## src/rtl/core_pkg.sv

```systemverilog
// Constants shared by the RV32 core and its unified instruction/data memory.
package core_pkg;

  localparam int XLEN      = 32;
  localparam int MEM_DEPTH = 64;
  localparam int MEM_AW    = 6;

endpackage

```

## src/rtl/mem.sv

```systemverilog
// Unified instruction/data memory: single port, word addressed, read-first.
// Latency: read data registered, valid one cycle after addr is presented.
// Backpressure: none; the core FSM sequences addr/we and never stalls the memory.
module mem
  import core_pkg::*;
#(
  parameter int DEPTH = MEM_DEPTH,
  parameter int AW    = MEM_AW
) (
  input  logic [XLEN-1:0] addr,
  input  logic            clk,
  input  logic            we,
  input  logic [XLEN-1:0] wdata,
  output logic [XLEN-1:0] rdata,
  input  logic            rst
);

  logic [XLEN-1:0] mem [DEPTH];
  logic [XLEN-1:0] rdata_q = '0;
  logic [AW-1:0]   idx;
  logic            unused_addr_hi;

  // Upper address bits are ignored so accesses wrap modulo DEPTH.
  assign idx            = addr[AW-1:0];
  assign unused_addr_hi = ^addr[XLEN-1:AW];

  // The array is never reset so a preloaded program survives rst.
  always_ff @(posedge clk) begin
    if (we) begin
      mem[idx] <= wdata;
    end
  end

  always_ff @(posedge clk) begin
    if (rst) begin
      rdata_q <= '0;
    end else begin
      rdata_q <= mem[idx];
    end
  end

  assign rdata = rdata_q;

endmodule

```

## config.mk

```make
export PLATFORM = sky130hd
export DESIGN_NAME = mem
export DESIGN_NICKNAME = d
export VERILOG_FILES = /design/src/rtl/core_pkg.sv /design/src/rtl/mem.sv
export SDC_FILE = /design/constraint.sdc
export NUM_CORES = 2
export LEC_CHECK = 0
export ABC_CLOCK_PERIOD_IN_PS = 9200
export CAP_MARGIN = 5
export CORE_ASPECT_RATIO = 0.6
export CORE_MARGIN = 10
export CORE_UTILIZATION = 40
export CTS_CLUSTER_DIAMETER = 100
export DETAILED_ROUTE_END_ITERATION = 10
export MAX_ROUTING_LAYER = met4
export PLACE_DENSITY = 0.54
export SLEW_MARGIN = 30
export SYNTH_ARGS = -nofsm -noshare
export SYNTH_HDL_FRONTEND = slang
export SYNTH_SLANG_ARGS = --single-unit
```

## constraint.sdc

```tcl
create_clock -name clk -period 9.2 [get_ports clk]
set_input_delay 2.76 -clock clk [delete_from_list [all_inputs] [get_ports clk]]
set_output_delay 2.76 -clock clk [all_outputs]
set_load 0.01 [all_outputs]
```

==> qor.txt <==
Status - completed
Num Clock Sinks - 2,080
Setup TNS - 0 ps
Top achievable clock speed - 169 MHz
Psw - 4.30 mW
Iteration-0 DRC Markers - 7,134
Hold path endpoint - rdata[5]
GRT Total Usage - 23.3%
Final setup fails - 0
Critical R2R Launch - mem[45][12]
Arrival @ worst endpoint - 6360 ps
Pin count of the biggest net entering global routing - 127
Final hold vios - 0
Worst Setup Start Kind - input pin
# rows - 126
Via-per-instance ratio - 6.28
Crit path required time - 9640 ps
Top_reg_cell synth - edfxtp_1
Post-CTS Setup Repair Bufs - 0
Synthesis Warnings - 0
Register area share after synthesis - 78.7%
Final max-slew violation count - 0
Fillers - 16,900
Core region area - 196,000 um^2
Logic gate share of total power - 6.0%
Number of flops mapped to enable cells by yosys - 2,048
Hold_ws - 803 ps
Layout cells sized above 1 - 15.0%
CP delay by family, top - simple AND/OR/NAND/NOR gates
Vias - 46,200
Synth top area share - 77.9%
Die H - 364 um
Leak - 27.4 nW
PD cells - 216 nW/um^2
Clock Latency Late Sink - 820 ps
Multiplexer area fraction after synthesis - 4.47%
Ranking of synthesized cells by area - edfxtp_1 78%, a221oi_1 5.0%, mux2i_1 2.3%, a22oi_1 1.9%, mux2_2 1.9%
CP cell instances - buf_8 -> nand2b_1 -> buf_4 -> nor2_1 -> nand2_1 -> nor2_4 -> buf_4
RR Endpoint - rdata[12]
Post-Place Cells - 7,031
Antenna-violating nets left - 0
Placed Area - 83,400 um^2
Vias in the first global route - 43,900
CP endpoint kind - register
WL per Instance - 34.4 um
MaxCap Viol Count - 0
I/O pin cnt - 99
TritonCTS clock tree - built
Relative slew slack - 25.9%
Crit-path slowest cell - nor2_4
Most frequent cell after synthesis - edfxtp_1
Total wire length - 253,000 um
Hold Path Stages - 3
Adder-Cell Fraction of Synth Area - 0%
Cell internal pwr - 14.9 mW
DRC - 0
Top cells by count, synth - 2,048 x edfxtp_1, 454 x a221oi_1, 204 x a22oi_1
CP max FO - 48
Worst Tran Pin Value - 1110 ps
Non-Filler Instances - 7,359
Synth Area in Compound Gates - 12.1%
Net Count, Synth - 4,551
GR Overflow Total - 0
Count of different cell masters after synthesis - 52
Final net count - 4,666
Final Instance Area - 89,200 um^2
Fraction of registers with async set or reset after synthesis - 0%
Largest family of logic cells by synthesized area - compound AO/OA/AOI/OAI gates
Layout Skew - 37.5 ps
Final RePlAce weighted congestion - 0.810
Clk root buf - clkbuf_16
H-tree depth - 4
Synthesized area - 79,000 um^2
Initial antenna violation count - 20
Drt pass-1 iters - 6
Biggest area consumer among synthesized cells - edfxtp_1
Die Wd - 594 um
Top cell by count, worst path - buf_4
#FFs+latches synth - 2,080
Xor and xnor fraction of the mapped netlist area - 0%
Dpl ws - 2490 ps
Clock group share of total power - 39.4%
CP max stage delay - 810 ps
DP Wirelength - 147,000 um
Peak supply drop - 0.153 mV
Hold Crit Class - register to register
Hold path startpoint - mem[38][5]
Fraction of power spent switching nets - 22.4%
Resize count post-CTS - 0
Syn Inst Count - 4,484
Simple logic cell fraction of the synthesized area - 2.57%
Avg Cell Area, Syn - 17.6 um^2
Worst Path Buf+Inv - 3
Power, Total - 19.2 mW
Worst setup margin - 3280 ps
Buffers on Ports - 72
Setup CP Type - input pin to register
Area grow syn2layout - 12.9%
Clock Path Buffers - 4
Hold buffer count at cts - 0
Sequential Power Share - 54.7%
CTS Buf Count - 187
Reg2Reg Setup Slack - 6480 ps
Period minus WS final - 5920 ps
Tcrit/Tclk final - 64.3%
Final Core Density - 45.4%
Starting density of the core - 40.2%
RSZ-0062 raised after global routing - false
Clock transition at the registers of the reported paths - 60 ps
Die area - 216,000 um^2
R2R cell count - 5
Global-route wire length before repair - 353,000 um
[layer usage]
layer,part of all wire (%),vias to the layer above,global-route usage [%],routed length (um)
met5,0,-,-,0
met4,2.0,0,4.83,5130
met3,11,312,5.03,28500
met2,42,2735,32.0,106000
met1,45,24200,35.3,114000
li1,-,19000,-,-
[sequential cells by signal, summed over array words and instances, names as in the netlist]
register	flops
mem	2048
rdata	32
[cell type report]
class,count,area (um^2),area share (%)
clock inverters,78,689,0.773
clock buffers,243,4980,5.59
inverters,5,32.5,0.0365
flip-flops and latches,2080,62100,69.7
repair buffers,279,2360,2.65
diodes,4,10.0,0.0112
multi-input cells,2046,15700,17.6
well taps,2624,3280,3.68
[worst min-delay path, cell delays in order (launching register included)]
cell and delay, ps:
edfxtp_1 320, a311oi_1 80, o22a_1 180, a41oi_1 180
[power groups by stage]
stage | Clock, mW | Combinational [mW] | Sequential, mW
2_1_floorplan | 0 | 0.534 | 10.7
3_3_place_gp | 0 | 1.12 | 10.7
3_5_place_dp | 0 | 1.13 | 10.7
4_1_cts | 7.66 | 1.13 | 10.5
5_1_grt | 8.06 | 1.20 | 10.5
6_report | 7.57 | 1.15 | 10.5
[worst max path at each step]
stage            start    endpoint  slack [ps]  cells past startpoint
2_1_floorplan  addr[2]  mem[51][0]        2620                      8
3_3_place_gp   addr[0]   mem[1][8]        2460                      7
3_5_place_dp   addr[0]   mem[1][5]        2490                      7
4_1_cts        addr[0]   mem[1][6]        3330                      7
5_1_grt        addr[0]   mem[1][6]        3280                      7
6_report       addr[0]   mem[1][2]        3280                      7
[layout by cell type (no fill, tap or decap), types with 7 or more instances in the layout]
cell,n
o22ai_1,67
nand3_1,16
clkbuf_1,48
o2bb2ai_1,14
clkdlybuf4s50_1,36
a31oi_1,41
mux2_1,10
dfxtp_1,32
nand3b_1,13
nor3_1,79
clkinv_2,23
nand2_1,144
bufinv_16,12
clkbuf_8,7
buf_4,192
a221o_1,16
a22oi_1,204
nor2_1,93
edfxtp_1,2048
a41oi_1,45
o211ai_1,14
mux2_2,131
buf_12,13
a211oi_1,14
a21o_1,14
o22a_1,30
and3_1,16
a2bb2oi_1,13
a22o_1,45
mux2i_1,185
a21oi_1,112
a32oi_1,26
nor2_4,59
buf_2,31
a221oi_1,454
clkbuf_16,188
a311oi_1,14
nor3_2,8
clkinv_1,34
o21ai_0,121
[logic make-up after synthesis]
kind of cell           after synthesis
muxes                              330
DFF                               2080
and+or+nand+nor                    461
AOI/OAI and AO/OA                 1255
buffers and inverters              358
(Power assumes the default switching activity.)
